==> src/rtl/bus_transaction_scheduler_pkg.sv <==
// Shared types for the snoop-bus / L2 scheduler: bus ops, FSM states, defaults.
package bus_pkg;
  typedef enum logic [1:0] {
    BUS_RD   = 2'b00,
    BUS_UPGR = 2'b01,
    BUS_RDX  = 2'b10,
    BUS_NON  = 2'b11
  } bus_op_t;

  typedef enum logic [1:0] {
    IDLE,
    SNOOP,
    L2_WAIT,
    RESP
  } sched_state_t;

  localparam int DEFAULT_L2_TIMEOUT = 15;
endpackage

==> src/rtl/bus_transaction_scheduler_if.sv <==
// Cache-controller / snoop / L2 signal bundle around the scheduler.
// master = scheduler side, slave = caches + L2 fabric side.
interface bus_transaction_scheduler_if #(
  parameter int ADDR_WIDTH = 32,
  parameter int DATA_WIDTH = 32
);
  logic                  req_core1;
  logic [1:0]            bus_operation_in1;
  logic [ADDR_WIDTH-1:0] bus_address_in1;
  logic                  req_core2;
  logic [1:0]            bus_operation_in2;
  logic [ADDR_WIDTH-1:0] bus_address_in2;
  logic                  grant_core1;
  logic                  grant_core2;
  logic                  snoop_valid1;
  logic                  snoop_valid2;
  logic [1:0]            snoop_operation;
  logic [ADDR_WIDTH-1:0] snoop_address;
  logic                  snoop_hit1;
  logic [DATA_WIDTH-1:0] snoop_data1;
  logic                  snoop_hit2;
  logic [DATA_WIDTH-1:0] snoop_data2;
  logic                  l2_req;
  logic [ADDR_WIDTH-1:0] l2_address;
  logic                  l2_ready;
  logic [DATA_WIDTH-1:0] l2_data;
  logic                  resp_done1;
  logic                  resp_done2;
  logic [DATA_WIDTH-1:0] resp_data;
  logic                  resp_from_cache;
  logic                  resp_error;

  modport master (
    input  req_core1, bus_operation_in1, bus_address_in1,
           req_core2, bus_operation_in2, bus_address_in2,
           snoop_hit1, snoop_data1, snoop_hit2, snoop_data2,
           l2_ready, l2_data,
    output grant_core1, grant_core2, snoop_valid1, snoop_valid2,
           snoop_operation, snoop_address, l2_req, l2_address,
           resp_done1, resp_done2, resp_data, resp_from_cache, resp_error
  );

  modport slave (
    output req_core1, bus_operation_in1, bus_address_in1,
           req_core2, bus_operation_in2, bus_address_in2,
           snoop_hit1, snoop_data1, snoop_hit2, snoop_data2,
           l2_ready, l2_data,
    input  grant_core1, grant_core2, snoop_valid1, snoop_valid2,
           snoop_operation, snoop_address, l2_req, l2_address,
           resp_done1, resp_done2, resp_data, resp_from_cache, resp_error
  );
endinterface

==> src/rtl/bus_transaction_scheduler_rr_arbiter2.sv <==
// Two-way round-robin pick: ptr selects the favoured requester when both are eligible.
module rr_arbiter2 (
  input  logic       ptr,
  input  logic [1:0] elig,
  output logic [1:0] win,
  output logic       win_vld
);
  always_comb begin
    win = elig;
    if (elig == 2'b11) begin
      win      = 2'b00;
      win[ptr] = 1'b1;
    end
  end

  assign win_vld = |elig;
endmodule

==> src/rtl/bus_transaction_scheduler.sv <==
// One-transaction-at-a-time scheduler for the shared snoop bus and L2 port.
// Owner is latched at grant; peer cache is snooped first, L2 is the fallback.
module bus_transaction_scheduler
  import bus_pkg::*;
#(
  parameter int ADDR_WIDTH = 32,
  parameter int DATA_WIDTH = 32,
  parameter int L2_TIMEOUT = DEFAULT_L2_TIMEOUT
) (
  input  logic                      clk,
  input  logic                      reset,
  bus_transaction_scheduler_if.master bus
);
  localparam int CW = $clog2(L2_TIMEOUT + 1);

  sched_state_t          state, state_nxt;
  logic                  owner, owner_nxt;   // 0 = core1, 1 = core2
  logic                  ptr, ptr_nxt;
  bus_op_t               op_q, op_nxt;
  logic [ADDR_WIDTH-1:0] addr_q, addr_nxt;
  logic [CW-1:0]         cnt_q, cnt_nxt;
  logic [DATA_WIDTH-1:0] data_q, data_nxt;
  logic                  cache_q, cache_nxt;
  logic                  err_q, err_nxt;

  logic [1:0] elig, win;
  logic       win_vld;
  logic                  peer_hit;
  logic [DATA_WIDTH-1:0] peer_data;

  assign elig[0] = bus.req_core1 && (bus.bus_operation_in1 != BUS_NON);
  assign elig[1] = bus.req_core2 && (bus.bus_operation_in2 != BUS_NON);

  rr_arbiter2 u_arb (
    .ptr    (ptr),
    .elig   (elig),
    .win    (win),
    .win_vld(win_vld)
  );

  assign peer_hit  = owner ? bus.snoop_hit1  : bus.snoop_hit2;
  assign peer_data = owner ? bus.snoop_data1 : bus.snoop_data2;

  always_comb begin
    state_nxt = state;
    owner_nxt = owner;
    ptr_nxt   = ptr;
    op_nxt    = op_q;
    addr_nxt  = addr_q;
    cnt_nxt   = cnt_q;
    data_nxt  = data_q;
    cache_nxt = cache_q;
    err_nxt   = err_q;
    case (state)
      IDLE: if (win_vld) begin
        owner_nxt = win[1];
        op_nxt    = bus_op_t'(win[1] ? bus.bus_operation_in2 : bus.bus_operation_in1);
        addr_nxt  = win[1] ? bus.bus_address_in2 : bus.bus_address_in1;
        state_nxt = SNOOP;
      end
      SNOOP: begin
        if (op_q == BUS_UPGR) begin
          state_nxt = RESP;
        end else if (peer_hit) begin
          data_nxt  = peer_data;
          cache_nxt = 1'b1;
          state_nxt = RESP;
        end else begin
          cnt_nxt   = '0;
          state_nxt = L2_WAIT;
        end
      end
      L2_WAIT: begin
        cnt_nxt = cnt_q + 1'b1;
        // ready wins over a timeout landing on the same cycle
        if (bus.l2_ready) begin
          data_nxt  = bus.l2_data;
          state_nxt = RESP;
        end else if (cnt_q == CW'(L2_TIMEOUT - 1)) begin
          data_nxt  = '0;
          err_nxt   = 1'b1;
          state_nxt = RESP;
        end
      end
      RESP: begin
        ptr_nxt   = ~owner;
        op_nxt    = BUS_NON;
        addr_nxt  = '0;
        data_nxt  = '0;
        cache_nxt = 1'b0;
        err_nxt   = 1'b0;
        state_nxt = IDLE;
      end
      default: state_nxt = IDLE;
    endcase
  end

  always_ff @(posedge clk) begin
    if (reset) begin
      state   <= IDLE;
      owner   <= 1'b0;
      ptr     <= 1'b0;
      op_q    <= BUS_NON;
      addr_q  <= '0;
      cnt_q   <= '0;
      data_q  <= '0;
      cache_q <= 1'b0;
      err_q   <= 1'b0;
    end else begin
      state   <= state_nxt;
      owner   <= owner_nxt;
      ptr     <= ptr_nxt;
      op_q    <= op_nxt;
      addr_q  <= addr_nxt;
      cnt_q   <= cnt_nxt;
      data_q  <= data_nxt;
      cache_q <= cache_nxt;
      err_q   <= err_nxt;
    end
  end

  assign bus.grant_core1     = (state != IDLE) && !owner;
  assign bus.grant_core2     = (state != IDLE) &&  owner;
  assign bus.snoop_valid1    = (state == SNOOP) &&  owner;
  assign bus.snoop_valid2    = (state == SNOOP) && !owner;
  assign bus.snoop_operation = op_q;
  assign bus.snoop_address   = addr_q;
  assign bus.l2_req          = (state == L2_WAIT);
  assign bus.l2_address      = (state == L2_WAIT) ? addr_q : '0;
  assign bus.resp_done1      = (state == RESP) && !owner;
  assign bus.resp_done2      = (state == RESP) &&  owner;
  assign bus.resp_data       = data_q;
  assign bus.resp_from_cache = cache_q;
  assign bus.resp_error      = err_q;
endmodule

==> src/flat_wrapper.sv <==
// flat-port wrapper written by rule: the top's interface ports become plain ports
module bus_transaction_scheduler_flat import bus_pkg::*;
#(
  parameter int ADDR_WIDTH = 32,
  parameter int DATA_WIDTH = 32,
  parameter int L2_TIMEOUT = DEFAULT_L2_TIMEOUT
)
  (clk, reset, bus_req_core1, bus_bus_operation_in1, bus_bus_address_in1, bus_req_core2, bus_bus_operation_in2, bus_bus_address_in2, bus_snoop_hit1, bus_snoop_data1, bus_snoop_hit2, bus_snoop_data2, bus_l2_ready, bus_l2_data, bus_grant_core1, bus_grant_core2, bus_snoop_valid1, bus_snoop_valid2, bus_snoop_operation, bus_snoop_address, bus_l2_req, bus_l2_address, bus_resp_done1, bus_resp_done2, bus_resp_data, bus_resp_from_cache, bus_resp_error);
  bus_transaction_scheduler_if #(.ADDR_WIDTH(ADDR_WIDTH), .DATA_WIDTH(DATA_WIDTH)) bus_i ();
  input  logic clk;
  input  logic reset;
  input wire logic [$bits(bus_i.req_core1)-1:0] bus_req_core1;
  input wire logic [$bits(bus_i.bus_operation_in1)-1:0] bus_bus_operation_in1;
  input wire logic [$bits(bus_i.bus_address_in1)-1:0] bus_bus_address_in1;
  input wire logic [$bits(bus_i.req_core2)-1:0] bus_req_core2;
  input wire logic [$bits(bus_i.bus_operation_in2)-1:0] bus_bus_operation_in2;
  input wire logic [$bits(bus_i.bus_address_in2)-1:0] bus_bus_address_in2;
  input wire logic [$bits(bus_i.snoop_hit1)-1:0] bus_snoop_hit1;
  input wire logic [$bits(bus_i.snoop_data1)-1:0] bus_snoop_data1;
  input wire logic [$bits(bus_i.snoop_hit2)-1:0] bus_snoop_hit2;
  input wire logic [$bits(bus_i.snoop_data2)-1:0] bus_snoop_data2;
  input wire logic [$bits(bus_i.l2_ready)-1:0] bus_l2_ready;
  input wire logic [$bits(bus_i.l2_data)-1:0] bus_l2_data;
  output wire logic [$bits(bus_i.grant_core1)-1:0] bus_grant_core1;
  output wire logic [$bits(bus_i.grant_core2)-1:0] bus_grant_core2;
  output wire logic [$bits(bus_i.snoop_valid1)-1:0] bus_snoop_valid1;
  output wire logic [$bits(bus_i.snoop_valid2)-1:0] bus_snoop_valid2;
  output wire logic [$bits(bus_i.snoop_operation)-1:0] bus_snoop_operation;
  output wire logic [$bits(bus_i.snoop_address)-1:0] bus_snoop_address;
  output wire logic [$bits(bus_i.l2_req)-1:0] bus_l2_req;
  output wire logic [$bits(bus_i.l2_address)-1:0] bus_l2_address;
  output wire logic [$bits(bus_i.resp_done1)-1:0] bus_resp_done1;
  output wire logic [$bits(bus_i.resp_done2)-1:0] bus_resp_done2;
  output wire logic [$bits(bus_i.resp_data)-1:0] bus_resp_data;
  output wire logic [$bits(bus_i.resp_from_cache)-1:0] bus_resp_from_cache;
  output wire logic [$bits(bus_i.resp_error)-1:0] bus_resp_error;
  assign bus_i.req_core1 = bus_req_core1;
  assign bus_i.bus_operation_in1 = bus_bus_operation_in1;
  assign bus_i.bus_address_in1 = bus_bus_address_in1;
  assign bus_i.req_core2 = bus_req_core2;
  assign bus_i.bus_operation_in2 = bus_bus_operation_in2;
  assign bus_i.bus_address_in2 = bus_bus_address_in2;
  assign bus_i.snoop_hit1 = bus_snoop_hit1;
  assign bus_i.snoop_data1 = bus_snoop_data1;
  assign bus_i.snoop_hit2 = bus_snoop_hit2;
  assign bus_i.snoop_data2 = bus_snoop_data2;
  assign bus_i.l2_ready = bus_l2_ready;
  assign bus_i.l2_data = bus_l2_data;
  assign bus_grant_core1 = bus_i.grant_core1;
  assign bus_grant_core2 = bus_i.grant_core2;
  assign bus_snoop_valid1 = bus_i.snoop_valid1;
  assign bus_snoop_valid2 = bus_i.snoop_valid2;
  assign bus_snoop_operation = bus_i.snoop_operation;
  assign bus_snoop_address = bus_i.snoop_address;
  assign bus_l2_req = bus_i.l2_req;
  assign bus_l2_address = bus_i.l2_address;
  assign bus_resp_done1 = bus_i.resp_done1;
  assign bus_resp_done2 = bus_i.resp_done2;
  assign bus_resp_data = bus_i.resp_data;
  assign bus_resp_from_cache = bus_i.resp_from_cache;
  assign bus_resp_error = bus_i.resp_error;
  bus_transaction_scheduler #(.ADDR_WIDTH(ADDR_WIDTH), .DATA_WIDTH(DATA_WIDTH), .L2_TIMEOUT(L2_TIMEOUT)) u_core (.clk(clk), .reset(reset), .bus(bus_i));
endmodule
==> config.mk <==
export PLATFORM = sky130hd
export DESIGN_NAME = bus_transaction_scheduler_flat
export DESIGN_NICKNAME = d
export VERILOG_FILES = /design/src/rtl/bus_transaction_scheduler_pkg.sv /design/src/rtl/bus_transaction_scheduler_if.sv /design/src/rtl/bus_transaction_scheduler_rr_arbiter2.sv /design/src/rtl/bus_transaction_scheduler.sv /design/src/flat_wrapper.sv
export SDC_FILE = /design/constraint.sdc
export NUM_CORES = 1
export LEC_CHECK = 0
export ABC_AREA = 0
export CAP_MARGIN = 40
export CORE_MARGIN = 2
export CORE_UTILIZATION = 33
export DETAILED_ROUTE_END_ITERATION = 10
export HOLD_SLACK_MARGIN = 0.06
export PLACE_DENSITY = 0.83
export SLEW_MARGIN = 0
export SYNTH_ARGS = -nofsm -noshare
export SYNTH_HDL_FRONTEND = slang
export SYNTH_SLANG_ARGS = --single-unit
==> constraint.sdc <==
create_clock -name clk -period 2.2 [get_ports clk]
set_input_delay 0.44 -clock clk [delete_from_list [all_inputs] [get_ports clk]]
set_output_delay 0.44 -clock clk [all_outputs]
set_load 0.02 [all_outputs]
==> results by group <==
Clocking
  • H-tree depth: 3
  • Worst skew pair latency: 0.33 ns
  • Clk sinks: 76
  • Num CTS Buffers: 9
  • Root buf cell: clkbuf_16
  • Reg clk slew, reported paths: 0.06 ns
  • Worst-case clock buffer depth: 2
  • TritonCTS clock tree: done
  • Post-CTS Setup Inserts: 0

Global route
  • Vias in the first global route: 4,699
  • Global Route Usage Sum: 0.2050
  • Overflow after GRT: 0
  • Antenna violations before repair: 0
  • Largest net degree at the start of global routing: 33
  • Global-route wire length before repair: 23,670 microns

Power and ir drop
  • Pleak: 2.929 nW
  • Maximum vdd drop: 0.0007164 V
  • Pwr dens: 1173 mW/mm^2
  • Total power: 8.885 mW

Die
  • I/O pin cnt: 278
  • Die Height: 118.5 microns
  • Starting Density: 0.3401
  • Die footprint: 0.01404 sq mm
  • Rows: 41
  • Core ar.: 0.01272 sq mm
  • Die W: 118.5 microns

STA
  • Worst Tran Pin Value: 0.6057 ns
  • Tmin final: 2.119 ns
  • Fmax: 471.9 MHz
  • Setup_tns: 0 ns
  • Rel. slew slack: 0.5962
  • Fin crit share: 0.9632
  • RSZ-0062 raised after global routing: no
  • Max-slew violation count: 0
  • Final hold viol count: 0
  • Final setup violation count: 0
  • Clock Skew: 0.006619 ns

Cells and area
  • Final instance area: 0.007576 sq mm
  • Seq. cell area: 0.001524 sq mm
  • Share of layout cells above drive strength 1: 0.1282
  • Most frequent cells in the layout: 237 x clkdlybuf4s50_1, 74 x dfxtp_1, 72 x a21oi_1
  • Fin nets: 905
  • Fillers: 1,074
  • Final Util: 0.5955
  • Synthesis-to-layout area growth: 75.10%
  • Commonest non-fill, non-tap cell in the layout: clkdlybuf4s50_1
  • Diode count: 0
  • Multi-input logic area: 0.002556 sq mm

Setup path
  • Critical Path RT: 1.76 ns
  • CP Launch Type: flop
  • Worst-path fanout max: 32
  • Critical Path AT: 1.68 ns
  • Worst Setup End Kind: output port
  • Setup CP Type: flop to output port

Synthesis
  • Post-synth cell types: 43
  • Synthesized netlist cell count: 466
  • EDFF count, synth: 0
  • Synth Warn #: 0
  • Syn_area_per_cell: 9.285 sq um
  • Register area share after synthesis: 0.3516
  • Most used DFF post-synth: dfxtp_1
  • Mapped Area: 0.004327 sq mm
  • #FFs+latches synth: 76
  • Share of synthesized registers carrying an async set or reset: 0
  • Synthesized Nets: 643

Routing
  • DRC Markers: 0
  • DRT iter0 DRCs: 223
  • DR vias/cell: 5.067
  • Avg WL per Cell: 16.71 microns
  • Final WL: 15,120 microns
  • Vias: 4,586
  • Antenna Nets Post-Route: 0
  • Drt pass-1 iters: 4

Placement
  • PortBufs: 277
  • Placed Area: 0.007302 sq mm
  • Detailed Place HPWL: 11,650 microns
  • RePlAce Congestion: 0.8122

Status
  • Status: completed

Job
  • Number of max-cap violations: 0

Min path
  • Hold Path Class: flop to flop
-- stage by stage --
step | hold slack (ns) | setup WS, ns | instances
floorplan | 0.4658 | 0.3386 | 466
global placement | 0.4622 | 0.1457 | 889
detailed placement | 0.4708 | 0.08724 | 889
CTS | 0.4834 | 0.01265 | 905
global route | 0.5001 | 0.0007334 | 905
finish | 0.4832 | 0.08102 | 905
-- flip-flops by register name, summed over array words and instances, names as in the netlist --
| signal | count |
|---|---|
| u_core.ptr | 1 |
| u_core.bus.resp_from_cache | 1 |
| u_core.bus.snoop_operation | 2 |
| u_core.bus.snoop_address | 32 |
| u_core.owner | 1 |
| u_core.state | 2 |
| u_core.bus.resp_error | 1 |
| u_core.cnt_q | 4 |
| u_core.bus.resp_data | 32 |
-- Yosys cell counts (2+ instances only) --
master,number,share of area
a2111oi_0,2,0.0040
a211oi_1,2,0.0035
a211oi_2,30,0.087
a21bo_2,3,0.0069
a21oi_1,72,0.083
a2bb2oi_1,2,0.0040
a31oi_1,5,0.0072
and2_1,36,0.052
buf_2,9,0.010
buf_4,3,0.0052
buf_6,7,0.018
clkbuf_1,25,0.022
dfxtp_1,76,0.35
ha_1,6,0.017
inv_1,6,0.0052
mux2i_1,65,0.15
nand2_1,4,0.0035
nand2b_1,5,0.0072
nand3_1,4,0.0046
nor2_1,40,0.035
nor2b_1,5,0.0072
nor3_1,4,0.0046
o21ai_0,2,0.0023
o22ai_1,2,0.0029
o2bb2ai_1,32,0.065
or3_1,2,0.0029
-- path summary, 6_finish.rpt --
path                                                                 from                                         to  slack, ns  cells past startpoint
worst max-delay path                         u_core.state[0]$_SDFFE_PP0P_                         bus_l2_address[11]       0.08                      5
worst min-delay path            u_core.bus.snoop_address[31]$_SDFFE_PP0P_  u_core.bus.snoop_address[31]$_SDFFE_PP0P_       0.48                      1
worst max register to register               u_core.state[0]$_SDFFE_PP0P_      u_core.bus.resp_data[31]$_SDFFE_PP0P_       0.16                      7
worst min register to register  u_core.bus.snoop_address[31]$_SDFFE_PP0P_  u_core.bus.snoop_address[31]$_SDFFE_PP0P_       0.48                      1
-- per-layer routing --
| layer | track usage | up-vias | part of all wire |
|---|---|---|---|
| met2 | 0.3797 | 217 | 0.50 |
| li1 | - | 2216 | - |
| met4 | 0.05952 | 0 | 0.018 |
| met3 | 0.05647 | 20 | 0.084 |
| met1 | 0.2273 | 2133 | 0.40 |
| met5 | 0 | - | 0 |
-- power breakdown --
part           internal (mW)  switching (mW)  total, mW
combinational           2.30            2.68       4.97
sequential              1.88           0.352       2.23
clock                   1.10           0.578       1.68
-- logic make-up after synthesis --
kind of cell             count (synthesis)  synth area share
AO/OA/AOI/OAI                          162            0.2877
AND/OR/NAND/NOR                        106            0.1270
flip-flops                              76            0.3516
multiplexers                            66            0.1556
buffers and inverters                   50           0.06073
adder cells (fa/ha/maj)                  6           0.01735
-- what timing repair did --
action                                  CTS  global route
endpoints found under the setup margin   37            32
endpoints found under the hold margin     0             0
resized for setup                        39            45
hold buffers                              0             0
-- layout make-up --
| cell class | instances | area share |
|---|---|---|
| flip-flops and latches | 76 | 0.2012 |
| clock buffers | 9 | 0.02973 |
| multi-input cells | 340 | 0.3374 |
| repair buffers | 295 | 0.3851 |
| well taps | 172 | 0.02841 |
| clock inverters | 7 | 0.01519 |
| inverters | 6 | 0.002973 |
-- critical path, stage by stage, from the launching register on --
cell,delay (ns)
dfxtp_2,0.36
inv_1,0.09
ha_1,0.25
buf_12,0.17
and2_1,0.16
dlygate4sd2_1,0.31
Power figures use the tool's default switching activity.
